--- config.mk ---
export PLATFORM = sky130hd
export DESIGN_NAME = second_phase_database_streamer_flat
export DESIGN_NICKNAME = d
export VERILOG_FILES = /design/src/rtl/second_phase_database_streamer_if.sv /design/src/rtl/second_phase_database_streamer.sv /design/src/flat_wrapper.sv
export SDC_FILE = /design/constraint.sdc
export NUM_CORES = 1
export LEC_CHECK = 0
export ABC_AREA = 1
export ABC_CLOCK_PERIOD_IN_PS = 12000
export CAP_MARGIN = 10
export CORE_ASPECT_RATIO = 0.9
export CORE_MARGIN = 4
export CORE_UTILIZATION = 40
export DETAILED_ROUTE_END_ITERATION = 16
export GPL_TIMING_DRIVEN = 0
export HOLD_SLACK_MARGIN = 0.06
export PLACE_DENSITY = 0.59
export SYNTH_ARGS = -nofsm -noshare
export SYNTH_HDL_FRONTEND = slang
export SYNTH_SLANG_ARGS = --single-unit
--- constraint.sdc ---
create_clock -name clk_fpga -period 12 [get_ports clk_fpga]
set_clock_uncertainty 0.05 [all_clocks]
set_input_delay 2.4 -clock clk_fpga [delete_from_list [all_inputs] [get_ports clk_fpga]]
set_output_delay 2.4 -clock clk_fpga [all_outputs]
set_load 0.01 [all_outputs]
--- src/rtl/second_phase_database_streamer_if.sv ---
// -----------------------------------------------------------------------------
// second_phase_database_streamer_if
// Groups the pass-control, ROM and stream signals of the second-phase database
// streamer.
//   master : the streamer side (drives the ROM read, stream word and status)
//   slave  : the environment side (ROM model, consumer, pass requester)
// Signals:
//   i_start               one-cycle pass request
//   o_rom_rd/o_rom_addr   ROM read strobe and word address
//   i_rom_data            ROM data, valid the cycle after o_rom_rd
//   o_valid/i_ready       stream handshake
//   o_data                parameter word
//   o_index_*             database/classifier/tree indices of o_data
//   o_end_*               boundary flags of o_data
//   o_busy/o_done         pass in progress / one-cycle completion pulse
// -----------------------------------------------------------------------------
interface second_phase_database_streamer_if #(
    parameter int DATA_WIDTH_12 = 12,
    parameter int ADDR_WIDTH    = 16
);
    logic                     i_start;
    logic                     o_rom_rd;
    logic [ADDR_WIDTH-1:0]    o_rom_addr;
    logic [DATA_WIDTH_12-1:0] i_rom_data;
    logic                     o_valid;
    logic                     i_ready;
    logic [DATA_WIDTH_12-1:0] o_data;
    logic [DATA_WIDTH_12-1:0] o_index_database;
    logic [DATA_WIDTH_12-1:0] o_index_classifier;
    logic [DATA_WIDTH_12-1:0] o_index_tree;
    logic                     o_end_single_classifier;
    logic                     o_end_all_classifier;
    logic                     o_end_tree;
    logic                     o_end_database;
    logic                     o_busy;
    logic                     o_done;

    modport master (
        input  i_start,
        output o_rom_rd,
        output o_rom_addr,
        input  i_rom_data,
        output o_valid,
        input  i_ready,
        output o_data,
        output o_index_database,
        output o_index_classifier,
        output o_index_tree,
        output o_end_single_classifier,
        output o_end_all_classifier,
        output o_end_tree,
        output o_end_database,
        output o_busy,
        output o_done
    );

    modport slave (
        output i_start,
        input  o_rom_rd,
        input  o_rom_addr,
        output i_rom_data,
        input  o_valid,
        output i_ready,
        input  o_data,
        input  o_index_database,
        input  o_index_classifier,
        input  o_index_tree,
        input  o_end_single_classifier,
        input  o_end_all_classifier,
        input  o_end_tree,
        input  o_end_database,
        input  o_busy,
        input  o_done
    );
endinterface

--- src/rtl/second_phase_database_streamer.sv ---
// -----------------------------------------------------------------------------
// second_phase_database_streamer
// Streams one stage database out of a ROM as a valid/ready word stream, tagging
// every word with its indices and boundary flags.
// Layout per tree: C classifiers x P parameter words, then one threshold word;
// trees are stored back to back from address 0.
// Ports:
//   clk_fpga    sole clock, rising edge
//   reset_fpga  asynchronous active-high reset
//   bus         streamer side of second_phase_database_streamer_if
// Datapath: reads are issued one word per cycle; a read's data lands one cycle
// later and is either handed straight to the consumer or parked in a 2-entry
// skid FIFO. Reads are only issued when the FIFO plus all reads still in
// flight can never exceed two words, which gives zero-bubble resume after a
// stall without losing the in-flight word.
// -----------------------------------------------------------------------------
module second_phase_database_streamer #(
    parameter int DATA_WIDTH_12            = 12,
    parameter int ADDR_WIDTH               = 16,
    parameter int NUM_TREES                = 2,
    parameter int NUM_CLASSIFIERS_PER_TREE = 2,
    parameter int NUM_PARAM_PER_CLASSIFIER = 18
) (
    input  logic clk_fpga,
    input  logic reset_fpga,
    second_phase_database_streamer_if.master bus
);
    localparam int C     = NUM_CLASSIFIERS_PER_TREE;
    localparam int P     = NUM_PARAM_PER_CLASSIFIER;
    localparam int W     = C * P + 1;
    localparam int TOTAL = NUM_TREES * W;

    typedef logic [DATA_WIDTH_12-1:0] word_t;
    typedef logic [ADDR_WIDTH:0]      cnt_t;

    localparam word_t P_LAST    = word_t'(P - 1);
    localparam word_t C_LAST    = word_t'(C - 1);
    localparam word_t C_THR     = word_t'(C);
    localparam word_t T_LAST    = word_t'(NUM_TREES - 1);
    localparam cnt_t  TOTAL_CNT = cnt_t'(TOTAL);

    typedef struct packed {
        word_t idx_db;
        word_t idx_cls;
        word_t idx_tree;
        logic  end_single;
        logic  end_all;
        logic  end_tree;
        logic  end_db;
    } meta_t;

    typedef struct packed {
        word_t data;
        meta_t meta;
    } entry_t;

    typedef enum logic {S_IDLE, S_RUN} state_t;

    state_t                state_q, state_d;
    logic                  rd_q, rd_d;
    logic [ADDR_WIDTH-1:0] addr_q, addr_d;
    cnt_t                  issue_q, issue_d;      // words issued this pass
    word_t                 p_q, p_d;              // position of next word to issue
    word_t                 c_q, c_d;
    word_t                 t_q, t_d;
    meta_t                 rd_meta_q, rd_meta_d;  // tags of the read on the ROM bus
    meta_t                 fly_meta_q, fly_meta_d;// tags of the data on i_rom_data
    logic                  fly_vld_q, fly_vld_d;
    entry_t                ent0_q, ent0_d;        // skid FIFO head
    entry_t                ent1_q, ent1_d;
    logic [1:0]            cnt_q, cnt_d;          // skid FIFO occupancy
    logic                  done_q, done_d;

    meta_t  cur_meta;
    entry_t in_entry;
    entry_t head;
    entry_t head_out;
    logic   out_vld;
    logic   accept;
    logic   pop;
    logic   push;
    logic   room;
    logic   thr;
    logic [1:0] slot;
    logic [2:0] occ;

    // Tags for the word at the current issue position.
    always_comb begin
        thr                 = (c_q == C_THR);
        cur_meta.idx_db     = thr ? '0 : p_q;
        cur_meta.idx_cls    = c_q;
        cur_meta.idx_tree   = t_q;
        cur_meta.end_single = !thr && (p_q == P_LAST);
        cur_meta.end_all    = !thr && (p_q == P_LAST) && (c_q == C_LAST);
        cur_meta.end_tree   = thr;
        cur_meta.end_db     = thr && (t_q == T_LAST);
    end

    // Output selection: FIFO head when non-empty, otherwise bypass the ROM data.
    always_comb begin
        in_entry.data = bus.i_rom_data;
        in_entry.meta = fly_meta_q;
        out_vld       = (cnt_q != 2'd0) || fly_vld_q;
        head          = (cnt_q != 2'd0) ? ent0_q : in_entry;
        head_out      = out_vld ? head : '0;
        accept        = out_vld && bus.i_ready;
        pop           = accept && (cnt_q != 2'd0);
        // Incoming data is parked unless it was taken directly this cycle.
        push          = fly_vld_q && !(accept && (cnt_q == 2'd0));
        cnt_d         = cnt_q + {1'b0, push} - {1'b0, pop};
        slot          = cnt_q - {1'b0, pop};
        // Words that will be buffered or arriving next cycle; a new read is only
        // safe while that leaves one slot for it.
        occ           = {1'b0, cnt_d} + {2'b00, rd_q};
        room          = (occ < 3'd2);
    end

    always_comb begin
        ent0_d = ent0_q;
        ent1_d = ent1_q;
        if (pop) begin
            ent0_d = ent1_q;
        end
        if (push) begin
            if (slot == 2'd0) begin
                ent0_d = in_entry;
            end else begin
                ent1_d = in_entry;
            end
        end
    end

    always_comb begin
        state_d    = state_q;
        rd_d       = 1'b0;
        addr_d     = addr_q;
        issue_d    = issue_q;
        p_d        = p_q;
        c_d        = c_q;
        t_d        = t_q;
        rd_meta_d  = rd_meta_q;
        fly_meta_d = rd_meta_q;
        fly_vld_d  = rd_q;
        done_d     = 1'b0;

        case (state_q)
            S_IDLE: begin
                // Issue counters are zero in IDLE, so word 0 goes out at once.
                if (bus.i_start) begin
                    state_d = S_RUN;
                    rd_d    = 1'b1;
                end
            end
            S_RUN: begin
                if (accept && head.meta.end_db) begin
                    state_d = S_IDLE;
                    done_d  = 1'b1;
                end else if ((issue_q < TOTAL_CNT) && room) begin
                    rd_d = 1'b1;
                end
            end
            default: state_d = S_IDLE;
        endcase

        if (rd_d) begin
            addr_d    = issue_q[ADDR_WIDTH-1:0];
            rd_meta_d = cur_meta;
            issue_d   = issue_q + cnt_t'(1);
            if (thr) begin
                p_d = '0;
                c_d = '0;
                t_d = t_q + word_t'(1);
            end else if (p_q == P_LAST) begin
                p_d = '0;
                c_d = c_q + word_t'(1);
            end else begin
                p_d = p_q + word_t'(1);
            end
        end

        if (done_d) begin
            issue_d = '0;
            p_d     = '0;
            c_d     = '0;
            t_d     = '0;
        end
    end

    always_ff @(posedge clk_fpga or posedge reset_fpga) begin
        if (reset_fpga) begin
            state_q    <= S_IDLE;
            rd_q       <= 1'b0;
            addr_q     <= '0;
            issue_q    <= '0;
            p_q        <= '0;
            c_q        <= '0;
            t_q        <= '0;
            rd_meta_q  <= '0;
            fly_meta_q <= '0;
            fly_vld_q  <= 1'b0;
            ent0_q     <= '0;
            ent1_q     <= '0;
            cnt_q      <= '0;
            done_q     <= 1'b0;
        end else begin
            state_q    <= state_d;
            rd_q       <= rd_d;
            addr_q     <= addr_d;
            issue_q    <= issue_d;
            p_q        <= p_d;
            c_q        <= c_d;
            t_q        <= t_d;
            rd_meta_q  <= rd_meta_d;
            fly_meta_q <= fly_meta_d;
            fly_vld_q  <= fly_vld_d;
            ent0_q     <= ent0_d;
            ent1_q     <= ent1_d;
            cnt_q      <= cnt_d;
            done_q     <= done_d;
        end
    end

    assign bus.o_rom_rd                = rd_q;
    assign bus.o_rom_addr              = addr_q;
    assign bus.o_valid                 = out_vld;
    assign bus.o_data                  = head_out.data;
    assign bus.o_index_database        = head_out.meta.idx_db;
    assign bus.o_index_classifier      = head_out.meta.idx_cls;
    assign bus.o_index_tree            = head_out.meta.idx_tree;
    assign bus.o_end_single_classifier = head_out.meta.end_single;
    assign bus.o_end_all_classifier    = head_out.meta.end_all;
    assign bus.o_end_tree              = head_out.meta.end_tree;
    assign bus.o_end_database          = head_out.meta.end_db;
    assign bus.o_busy                  = (state_q == S_RUN);
    assign bus.o_done                  = done_q;
endmodule

--- src/flat_wrapper.sv ---
// flat-port wrapper written by rule: the top's interface ports become plain ports
module second_phase_database_streamer_flat 
#(
    parameter int DATA_WIDTH_12            = 12,
    parameter int ADDR_WIDTH               = 16,
    parameter int NUM_TREES                = 2,
    parameter int NUM_CLASSIFIERS_PER_TREE = 2,
    parameter int NUM_PARAM_PER_CLASSIFIER = 18
)
  (clk_fpga, reset_fpga, bus_i_start, bus_o_rom_rd, bus_o_rom_addr, bus_i_rom_data, bus_o_valid, bus_i_ready, bus_o_data, bus_o_index_database, bus_o_index_classifier, bus_o_index_tree, bus_o_end_single_classifier, bus_o_end_all_classifier, bus_o_end_tree, bus_o_end_database, bus_o_busy, bus_o_done);
  second_phase_database_streamer_if #(.DATA_WIDTH_12(DATA_WIDTH_12), .ADDR_WIDTH(ADDR_WIDTH)) bus_i ();
  input  logic clk_fpga;
  input  logic reset_fpga;
  input wire logic [$bits(bus_i.i_start)-1:0] bus_i_start;
  output wire logic [$bits(bus_i.o_rom_rd)-1:0] bus_o_rom_rd;
  output wire logic [$bits(bus_i.o_rom_addr)-1:0] bus_o_rom_addr;
  input wire logic [$bits(bus_i.i_rom_data)-1:0] bus_i_rom_data;
  output wire logic [$bits(bus_i.o_valid)-1:0] bus_o_valid;
  input wire logic [$bits(bus_i.i_ready)-1:0] bus_i_ready;
  output wire logic [$bits(bus_i.o_data)-1:0] bus_o_data;
  output wire logic [$bits(bus_i.o_index_database)-1:0] bus_o_index_database;
  output wire logic [$bits(bus_i.o_index_classifier)-1:0] bus_o_index_classifier;
  output wire logic [$bits(bus_i.o_index_tree)-1:0] bus_o_index_tree;
  output wire logic [$bits(bus_i.o_end_single_classifier)-1:0] bus_o_end_single_classifier;
  output wire logic [$bits(bus_i.o_end_all_classifier)-1:0] bus_o_end_all_classifier;
  output wire logic [$bits(bus_i.o_end_tree)-1:0] bus_o_end_tree;
  output wire logic [$bits(bus_i.o_end_database)-1:0] bus_o_end_database;
  output wire logic [$bits(bus_i.o_busy)-1:0] bus_o_busy;
  output wire logic [$bits(bus_i.o_done)-1:0] bus_o_done;
  assign bus_i.i_start = bus_i_start;
  assign bus_o_rom_rd = bus_i.o_rom_rd;
  assign bus_o_rom_addr = bus_i.o_rom_addr;
  assign bus_i.i_rom_data = bus_i_rom_data;
  assign bus_o_valid = bus_i.o_valid;
  assign bus_i.i_ready = bus_i_ready;
  assign bus_o_data = bus_i.o_data;
  assign bus_o_index_database = bus_i.o_index_database;
  assign bus_o_index_classifier = bus_i.o_index_classifier;
  assign bus_o_index_tree = bus_i.o_index_tree;
  assign bus_o_end_single_classifier = bus_i.o_end_single_classifier;
  assign bus_o_end_all_classifier = bus_i.o_end_all_classifier;
  assign bus_o_end_tree = bus_i.o_end_tree;
  assign bus_o_end_database = bus_i.o_end_database;
  assign bus_o_busy = bus_i.o_busy;
  assign bus_o_done = bus_i.o_done;
  second_phase_database_streamer #(.DATA_WIDTH_12(DATA_WIDTH_12), .ADDR_WIDTH(ADDR_WIDTH), .NUM_TREES(NUM_TREES), .NUM_CLASSIFIERS_PER_TREE(NUM_CLASSIFIERS_PER_TREE), .NUM_PARAM_PER_CLASSIFIER(NUM_PARAM_PER_CLASSIFIER)) u_core (.clk_fpga(clk_fpga), .reset_fpga(reset_fpga), .bus(bus_i));
endmodule
==> out/qor.yml <==
status: "complete, no violations"
rsz0062_at_grt: "no"
numCtsBuffers: 28
synthFlopType: "dfrtp_1"
maxCapViolCount: 0
die_x_um: 189
hold_start: "u_core.fly_meta_d[25]$_DFFE_PP0P_"
place_congestion: 0.890
clk_pin_slew_ns: 0.06
grt_max_degree: 118
cts-resized-gates: 0
synth_edf_count: 0
cts_sinks: 259
end_kind: "output port"
hold_slack_ns: 0.313
finish.utilization_pct: 49.0
post-synth-top-area-cell: "dfrtp_1"
io_buffers: 87
syn_avg_cell_area_um2: 8.56
layout-drive-gt1-share_pct: 6.25
cp.arrival_ns: 3.91
yosysSeqAreaShare_pct: 54.9
n_antenna_cell: 0
cts_tree: "done"
initial_core_util_pct: 40.7
p_per_area_mw_per_mm2: 291
ir_drop_uv: 161
gr-usage-all-layers_pct: 19.6
core_mm2: 0.0290
placed_area_mm2: 0.0132
crit_required_ns: 9.55
cts_hold_buf: 0
leakage_uw: 0.00649
rows: 59
wl_per_cell_um: 16.6
syn_inst: 1380
grt_pass1_vias: 9749
slew_headroom_pct: 57.1
ant_nets: 0
fillCellCount: 2786
hold_depth: 0
vias: 9832
antenna_found_initial: 0
power_uw: 4140
cts-root-buf: "clkbuf_16"
routed_wl_um: 31800
reg2reg_depth: 13
drtIter0Drc: 803
drc: 0
yosysWarnings: 0
syn_nets: 1405
via_per_inst: 5.13
critical_path_class: "in -> out"
ys_top_cells_by_area: "dfrtp_1 55%, nand2_1 11%, nand3_1 6.0%"
finalInstanceArea_mm2: 0.0142
die_y_um: 171
min_period_ns: 6.36
fin_crit_sh_pct: 53.0
slew_violations: 0
grt_pass1_wl_um: 52300
syn-cell-area_mm2: 0.0118
die-area_mm2: 0.0323
hold_viol: 0
synth_seq_cells: 259
clockBufferDepth: 3
post_cts_buffers: 0
first_pass_iters: 5
synthArstFlopShare_pct: 100
worstMarginPinSlew_ns: 0.644
path_max_fanout: 2
synth_cell_types: 35
htreeDepth: 1
synth_top_area_share_pct: 54.9
ios: 88
layout_common_cells: "352 x nand2_1, 259 x dfrtp_1, 141 x nand3_1"
clock.fmax_ghz: 0.157
overflow: 0
start_kind: "input port"
place_hpwl_um: 22000
final_nets: 1524
crit_start: "bus_i_rom_data[2]"
insertion_delay_ns: 0.56
r2r-start: "u_core.cnt_q[1]$_DFF_PP0_"
setup-violations-final: 0
final_common_cell: "nand2_1"
syn_to_final_growth_pct: 20.4
hp-class: "reg -> reg"
## synth_stat cells, types with 27 or more instances
cell type	instances
a31oi_1	54
o21ai_1	55
inv_1	115
xor2_1	35
nand2_1	352
nand3_1	141
o31ai_1	51
dfrtp_1	259
clkbuf_1	50
nor3_1	27
nor2_1	96
o21ai_0	67
## critical path: stages
cell and delay (ns):
clkdlybuf4s50_1 0.51, inv_1 0.07, o31ai_1 0.32, clkdlybuf4s50_1 0.60
## power breakdown
group | total [uW] | internal, uW | switching [uW] | leakage, uW
clock | 907 | 548 | 360 | 0.000471
sequential | 1320 | 1140 | 182 | 0.00344
combinational | 1910 | 665 | 1250 | 0.00258
## state kept, by name, summed over array words and instances (netlist names)
name and cells:
u_core.ent0_q 52, u_core.ent1_q 52, u_core.fly_meta_d 40, u_core.fly_meta_q 40
u_core.issue_q 17, u_core.bus.o_rom_addr 16, u_core.c_q 12, u_core.p_q 12
u_core.t_q 12, u_core.cnt_q 2, u_core.bus.o_busy 1, u_core.bus.o_done 1
u_core.bus.o_rom_rd 1, u_core.fly_vld_q 1
## cell families (layout without fill, tap and decap cells)
logic type	count (synthesis)	count (layout)	synth area share, %
flops	259	259	54.9
buf+inv	206	345	7.08
compound gates	233	233	11.6
xor+xnor	36	36	2.67
fa+ha+maj	9	9	0.954
simple gates	637	637	22.8
## cell type report
type	count	area (um^2)	share of cell area [%]
Timing Repair Buffer	89	926	6.51
Buffer	86	385	2.71
Tap cell	396	495	3.48
Clock buffer	38	788	5.54
Multi-Input combinational cell	915	4490	31.6
Clock inverter	12	196	1.38
Sequential cell	259	6480	45.6
Inverter	120	458	3.22
## layer usage
| metal | wire length (um) | track usage [%] | vias to the layer above |
|---|---|---|---|
| met5 | 0 | 0 | - |
| met4 | 708 | 4.78 | 0 |
| met3 | 1870 | 3.18 | 44 |
| met2 | 14000 | 31.1 | 285 |
| met1 | 15200 | 28.5 | 4740 |
| li1 | - | - | 4763 |
## final timing paths
kind                                                     end  slack, ns
hold / removal               u_core.fly_meta_q[25]$_DFF_PP0_       0.31
max in group asynchronous       u_core.ent1_q[9]$_DFFE_PP0P_       8.82
setup reg to reg              u_core.issue_q[16]$_DFFE_PP0P_       9.27
min in group asynchronous  u_core.fly_meta_d[36]$_DFFE_PP0P_       2.22
hold reg to reg              u_core.fly_meta_q[25]$_DFF_PP0_       0.31
setup / recovery                               bus_o_data[2]       5.64
## stage by stage
step	TNS (ns)	worst slack [ns]	cells
floorplan	0	2.42	1380
global placement	-275.47	-1.08	1863
detailed placement	0	5.71	1865
CTS	0	5.67	1915
global route	0	5.60	1915
finish	0	5.64	1915
Power figures use the tool's default switching activity.
